### config.mk
export PLATFORM = sky130hd
export DESIGN_NAME = iq_comp_ctrl
export DESIGN_NICKNAME = d
export VERILOG_FILES = /design/src/rtl/iq_comp_ctrl.sv
export SDC_FILE = /design/constraint.sdc
export NUM_CORES = 1
export LEC_CHECK = 0
export ABC_AREA = 1
export BUFFER_PORTS_ARGS = -buffer_cell sky130_fd_sc_hd__buf_4
export CORE_MARGIN = 1
export CORE_UTILIZATION = 40
export DETAILED_ROUTE_END_ITERATION = 8
export HOLD_SLACK_MARGIN = 0.03
export PLACE_DENSITY = 0.65
export RECOVER_POWER = 100
export SYNTH_ARGS = -nofsm -noshare
export SYNTH_HDL_FRONTEND = slang
export SYNTH_SLANG_ARGS = --single-unit
### constraint.sdc
create_clock -name clk -period 4.8 [get_ports clk]
set_clock_uncertainty 0.2 [all_clocks]
set_input_delay 0.24 -clock clk [delete_from_list [all_inputs] [get_ports clk]]
set_output_delay 0.24 -clock clk [all_outputs]
set_load 0.05 [all_outputs]
### src/rtl/iq_comp_ctrl.sv
// Purpose : mode/training controller for the IQ compensation datapath (IDLE/TRAIN/LOCK/EXT).
// Latency : all outputs registered; a state change is visible one cycle after the deciding edge.
// Backpr. : none; start is a one-cycle pulse, abort/ext_mode are levels sampled every cycle.
//
// Ports:
//   clk, RESET (sync, active-high)
//   start, abort, ext_mode          - control requests
//   delta_thresh, train_timeout     - stability threshold on |dW| and TRAIN cycle limit (0 = none)
//   Wr, Wj                          - live signed coefficients from the datapath
//   op_mode, freeze_iqcomp, busy    - datapath mode / W freeze / training in progress
//   settled, timeout                - how the last training ended
//   Wr_hold, Wj_hold                - W captured on the TRAIN->LOCK edge
module iq_comp_ctrl #(
    parameter int W_WIDTH    = 13,
    parameter int SETTLE_LEN = 64,
    parameter int TMR_WIDTH  = 16
) (
    input  logic                        clk,
    input  logic                        RESET,
    input  logic                        start,
    input  logic                        abort,
    input  logic                        ext_mode,
    input  logic        [5:0]           delta_thresh,
    input  logic        [TMR_WIDTH-1:0] train_timeout,
    input  logic signed [W_WIDTH-1:0]   Wr,
    input  logic signed [W_WIDTH-1:0]   Wj,
    output logic        [1:0]           op_mode,
    output logic                        freeze_iqcomp,
    output logic                        busy,
    output logic                        settled,
    output logic                        timeout,
    output logic signed [W_WIDTH-1:0]   Wr_hold,
    output logic signed [W_WIDTH-1:0]   Wj_hold
);

    localparam int DW    = W_WIDTH + 1;
    localparam int CNT_W = $clog2(SETTLE_LEN + 1);

    typedef enum logic [1:0] {IDLE, TRAIN, LOCK, EXT} state_t;

    state_t                      state;
    logic                        first;      // first TRAIN cycle: load prev, no comparison
    logic        [CNT_W-1:0]     stable_cnt;
    logic        [TMR_WIDTH-1:0] timer;
    logic signed [W_WIDTH-1:0]   wr_prev;
    logic signed [W_WIDTH-1:0]   wj_prev;

    logic signed [DW-1:0]        dr;
    logic signed [DW-1:0]        dj;
    logic        [DW-1:0]        abs_dr;
    logic        [DW-1:0]        abs_dj;
    logic        [DW-1:0]        thresh_ext;
    logic                        stable;
    logic        [CNT_W-1:0]     cnt_next;
    logic        [TMR_WIDTH-1:0] timer_next;
    logic                        settle_hit;
    logic                        timer_hit;

    // {op_mode, freeze_iqcomp, busy} for the state being entered
    function automatic logic [3:0] outs(state_t s);
        case (s)
            TRAIN:   outs = {2'b01, 1'b0, 1'b1};
            LOCK:    outs = {2'b01, 1'b1, 1'b0};
            EXT:     outs = {2'b10, 1'b1, 1'b0};
            default: outs = {2'b00, 1'b1, 1'b0};
        endcase
    endfunction

    always_comb begin
        // one extra bit so the difference of two extreme values cannot overflow
        dr         = {Wr[W_WIDTH-1], Wr} - {wr_prev[W_WIDTH-1], wr_prev};
        dj         = {Wj[W_WIDTH-1], Wj} - {wj_prev[W_WIDTH-1], wj_prev};
        abs_dr     = dr[DW-1] ? $unsigned(-dr) : $unsigned(dr);
        abs_dj     = dj[DW-1] ? $unsigned(-dj) : $unsigned(dj);
        thresh_ext = DW'(delta_thresh);
        stable     = (abs_dr <= thresh_ext) && (abs_dj <= thresh_ext);
        cnt_next   = stable ? stable_cnt + CNT_W'(1) : '0;
        timer_next = (&timer) ? timer : timer + TMR_WIDTH'(1);
        settle_hit = !first && (cnt_next == CNT_W'(SETTLE_LEN));
        // timer_next counts this cycle, so a limit of N ends training after N TRAIN cycles
        timer_hit  = (train_timeout != '0) && (timer_next == train_timeout);
    end

    always_ff @(posedge clk) begin
        if (RESET) begin
            state                            <= IDLE;
            {op_mode, freeze_iqcomp, busy}   <= outs(IDLE);
            settled                          <= 1'b0;
            timeout                          <= 1'b0;
            Wr_hold                          <= '0;
            Wj_hold                          <= '0;
            first                            <= 1'b0;
            stable_cnt                       <= '0;
            timer                            <= '0;
            wr_prev                          <= '0;
            wj_prev                          <= '0;
        end else begin
            case (state)
                IDLE: begin
                    if (ext_mode) begin
                        state                          <= EXT;
                        {op_mode, freeze_iqcomp, busy} <= outs(EXT);
                        settled                        <= 1'b0;
                        timeout                        <= 1'b0;
                    end else if (start) begin
                        state                          <= TRAIN;
                        {op_mode, freeze_iqcomp, busy} <= outs(TRAIN);
                        settled                        <= 1'b0;
                        timeout                        <= 1'b0;
                        stable_cnt                     <= '0;
                        timer                          <= '0;
                        first                          <= 1'b1;
                    end
                end
                TRAIN: begin
                    if (abort) begin
                        state                          <= IDLE;
                        {op_mode, freeze_iqcomp, busy} <= outs(IDLE);
                        settled                        <= 1'b0;
                        timeout                        <= 1'b0;
                    end else begin
                        first      <= 1'b0;
                        timer      <= timer_next;
                        wr_prev    <= Wr;
                        wj_prev    <= Wj;
                        stable_cnt <= first ? '0 : cnt_next;
                        // settle wins a tie with the timer
                        if (settle_hit || timer_hit) begin
                            state                          <= LOCK;
                            {op_mode, freeze_iqcomp, busy} <= outs(LOCK);
                            settled                        <= settle_hit;
                            timeout                        <= !settle_hit;
                            Wr_hold                        <= Wr;
                            Wj_hold                        <= Wj;
                        end
                    end
                end
                LOCK: begin
                    if (abort) begin
                        state                          <= IDLE;
                        {op_mode, freeze_iqcomp, busy} <= outs(IDLE);
                        settled                        <= 1'b0;
                        timeout                        <= 1'b0;
                    end else if (ext_mode) begin
                        state                          <= EXT;
                        {op_mode, freeze_iqcomp, busy} <= outs(EXT);
                        settled                        <= 1'b0;
                        timeout                        <= 1'b0;
                    end else if (start) begin
                        state                          <= TRAIN;
                        {op_mode, freeze_iqcomp, busy} <= outs(TRAIN);
                        settled                        <= 1'b0;
                        timeout                        <= 1'b0;
                        stable_cnt                     <= '0;
                        timer                          <= '0;
                        first                          <= 1'b1;
                    end
                end
                EXT: begin
                    if (!ext_mode) begin
                        state                          <= IDLE;
                        {op_mode, freeze_iqcomp, busy} <= outs(IDLE);
                    end
                end
                default: begin
                    state                          <= IDLE;
                    {op_mode, freeze_iqcomp, busy} <= outs(IDLE);
                end
            endcase
        end
    end

endmodule
==> key figures <==
Synthesis
  • Post-synthesis cell count: between 1,000 and 1,500
  • Synth warnings: 0
  • Yosys cell types: 39
  • FF+latch count, synth: 84
  • Syn Std Cell Area: around 6700 sq um
  • Syn_area_per_cell: 6.19 sq um
  • Syn Nets: 1,182
  • Cell type with the highest aggregate area in the netlist: dfxtp_1
  • Post-synthesis sequential area ratio: about a quarter
  • Largest cells by area after synthesis: dfxtp_1, nand2_1, inv_1, ha_1, a21oi_1
  • Area fraction of the dominant cell type after synthesis: between 20% and 30%

Drt
  • Vias/cell: about 4.9
  • Detail Route Antenna Nets: 0
  • First DRT Iteration DRCs: about 440
  • Number of remaining DRC errors: 0
  • TritonRoute pass-1 iters: 5
  • WL/cell: roughly 13 um
  • Final wirelength: 18.5 mm
  • Via count: 6,963

STA
  • RSZ-0062 raised after global routing: false
  • Final setup TNS: 0 ns
  • Final worst slack: 0.376 ns
  • Final Hold Fails: 0
  • FMAX: roughly 230 MHz
  • Slew Viols, Final: 23
  • Tmin final: about 4.4 ns
  • Slew @ Worst Pin: 1.52 ns
  • Ratio of final minimum period to clock period: about 92%
  • Final setup fails: 0
  • Hold_ws: 0.0273 ns
  • Slew margin rel.: -1.60%

Cells and area
  • Final Util: a little over half
  • Syn-to-layout area delta: 26.6%
  • Fillers: 1,600
  • Ant. Diodes: 0
  • Nets: 1,294
  • Layout cells sized above 1: between 10% and 20%

Status
  • Failing checks: capacitance limit, slew limit
  • Status: finished, violations left

CTS
  • Clk_lat worst skew: roughly 0.35 ns
  • H-tree depth: 3
  • CTS tree: built
  • CTS buffer count: 9
  • Sink Count: 84
  • Clock slew at reported path FFs: about 0.06 ns
  • CTS max path bufs: 2
  • Clk root buf: clkbuf_16

Setup path
  • Slowest CP cell: dlygate4sd3_1
  • FF-to-FF path depth: 26
  • Cell repeated most along the worst path: inv_1
  • End of the critical path: Wj_hold[7]$_SDFFE_PP0P_
  • R2r setup slk: roughly 0.55 ns
  • WP data arrival: around 4.5 ns
  • Crit-path max FO: 8
  • Worst setup path startpoint: Wr[0]
  • Startpoint Class: input port
  • Worst R2R Start: wj_prev[0]$_SDFFE_PP0P_
  • Required time worst endpoint: roughly 4.8 ns
  • Crit. End Element: flip-flop
  • Crit Path Category: in2reg
  • Worst reg2reg endpoint: Wj_hold[7]$_SDFFE_PP0P_
  • Max stage delay on crit path: between 0.5 and 0.6 ns

Pwr
  • Leak Pwr: roughly 4.0 nW
  • VDD IR max: roughly 0.2 mV
  • PwrDens: ~370 nW/um^2

Place
  • GPL Wtd Cong: slightly above 0.9
  • Dpl hpwl: 13.0 mm
  • I/O Buffers: 84
  • Dpl ws: around 0.21 ns

GRT
  • Largest net degree at the start of global routing: 51
  • GRT overflow: 0
  • GRT Overall Usage: 20.3%
  • Initial antenna violation count: 0
  • Vias in the first global route: approximately 6,300
  • First-pass GRT wire length: between 20 and 30 mm

Job
  • Max_cap viols: 1

Hold path
  • Worst Hold Class: in2reg

Die
  • IO Count: 85
  • Core area: 16,100 sq um
  • Initial Utilization: 41.5%
  • Die W: between 100 and 150 um
  • DIE AREA: ~17,000 sq um
  • Die height: 131 um
  • Cell Rows: 46
metal layers:
metal | part of all wire (%) | track usage (%) | up-vias
met5 | 0 | 0 | -
met3 | 3.8 | 3.43 | 22
met4 | 2.0 | 5.81 | 0
li1 | - | - | 3676
met1 | 48 | 27.4 | 3124
met2 | 47 | 33.1 | 141
cell type report:
class	count	area (sq um)	share of cell area, %
Multi-Input combinational cell	790	4650	54.8
Sequential cell	84	1680	19.8
Timing Repair Buffer	122	857	10.1
Inverter	186	698	8.23
Tap cell	216	270	3.19
Clock buffer	12	267	3.14
Clock inverter	4	56.3	0.664
flip-flops by register name (all words and copies together) (netlist names):
register / count
wr_prev: 13
wj_prev: 13
busy: 1
stable_cnt: 7
Wj_hold: 13
timeout: 1
freeze_iqcomp: 1
state: 2
Wr_hold: 13
op_mode: 2
first: 1
settled: 1
timer: 16
through the flow:
stage / total power [W] / area (sq um) / cells
3_3_place_gp: 0.00220 / 7500 / 1361
2_1_floorplan: 0.00190 / 6700 / 1081
3_5_place_dp: 0.00221 / 7500 / 1361
4_1_cts: 0.00298 / 8090 / 1403
5_1_grt: 0.00339 / 8480 / 1414
6_report: 0.00311 / 8480 / 1414
cell usage after synthesis (all sizes together):
master / n
a211oi: 2
a21oi: 102
a31oi: 2
and2: 2
buf: 9
clkbuf: 17
clkinv: 2
dfxtp: 84
fa: 2
ha: 46
inv: 184
nand2: 301
nand3: 84
nand3b: 6
nand4: 12
nor2: 88
nor3: 12
nor4: 6
o211a: 1
o211ai: 2
o21ai: 68
o21bai: 5
o22ai: 1
o31ai: 1
or2: 3
xnor2: 12
xor2: 27
critical path: cells and delay by family:
family | cells | cell delay, ns
compound gates | 7 | 0.82
simple gates | 9 | 1.15
xor+xnor | 1 | 0.16
buf+inv | 6 | 0.97
fa+ha+maj | 4 | 1.13
worst min path at each step:
| stage | start | endpoint | slack [ns] | depth (start not counted) |
|---|---|---|---|---|
| after floorplan | Wj[0] | Wj_hold[0]$_SDFFE_PP0P_ | 0.15 | 2 |
| after global placement | wr_prev[11]$_SDFFE_PP0P_ | wr_prev[11]$_SDFFE_PP0P_ | 0.25 | 2 |
| after detailed placement | wr_prev[11]$_SDFFE_PP0P_ | wr_prev[11]$_SDFFE_PP0P_ | 0.25 | 2 |
| after CTS | start | first$_SDFFE_PP0P_ | 0.05 | 3 |
| after global routing | Wj[0] | wj_prev[0]$_SDFFE_PP0P_ | 0.03 | 3 |
| final | Wj[0] | wj_prev[0]$_SDFFE_PP0P_ | 0.03 | 3 |
placed cells by master, fill, tap and decap left out, drive strengths merged:
cell type,n
a211oi,2
a21oi,102
a31oi,2
and2,2
buf,61
bufinv,1
clkbuf,47
clkinv,4
dfxtp,84
dlygate4sd3,26
fa,2
ha,46
inv,185
nand2,306
nand3,84
nand3b,6
nand4,12
nor2,88
nor3,12
nor4,6
o211a,1
o211ai,2
o21ai,68
o21bai,5
o22ai,1
o31ai,1
or2,3
xnor2,12
xor2,27
report_power, final:
group / leakage, nW / internal [W] / switching, W
combinational: 3.17 / 0.000600 / 0.000975
sequential: 0.681 / 0.000763 / 0.0000347
clock: 0.159 / 0.000449 / 0.000293
cell families (layout without fill, tap and decap cells):
logic type / Yosys count / count (layout) / share of synthesized area, %
flops: 84 / 84 / 25.1
fa+ha+maj: 48 / 48 / 9.19
simple gates: 514 / 519 / 33.0
compound gates: 184 / 184 / 15.0
buf+inv: 212 / 324 / 12.5
xor+xnor: 39 / 39 / 5.10
repair_timing:
item                                   CTS  global route
endpoints found under the hold margin   46             1
hold buffers                            26             1
gates resized for setup                  0            83
setup endpoints to repair                0            34
setup buffers                            0             6
(Power assumes the default switching activity.)
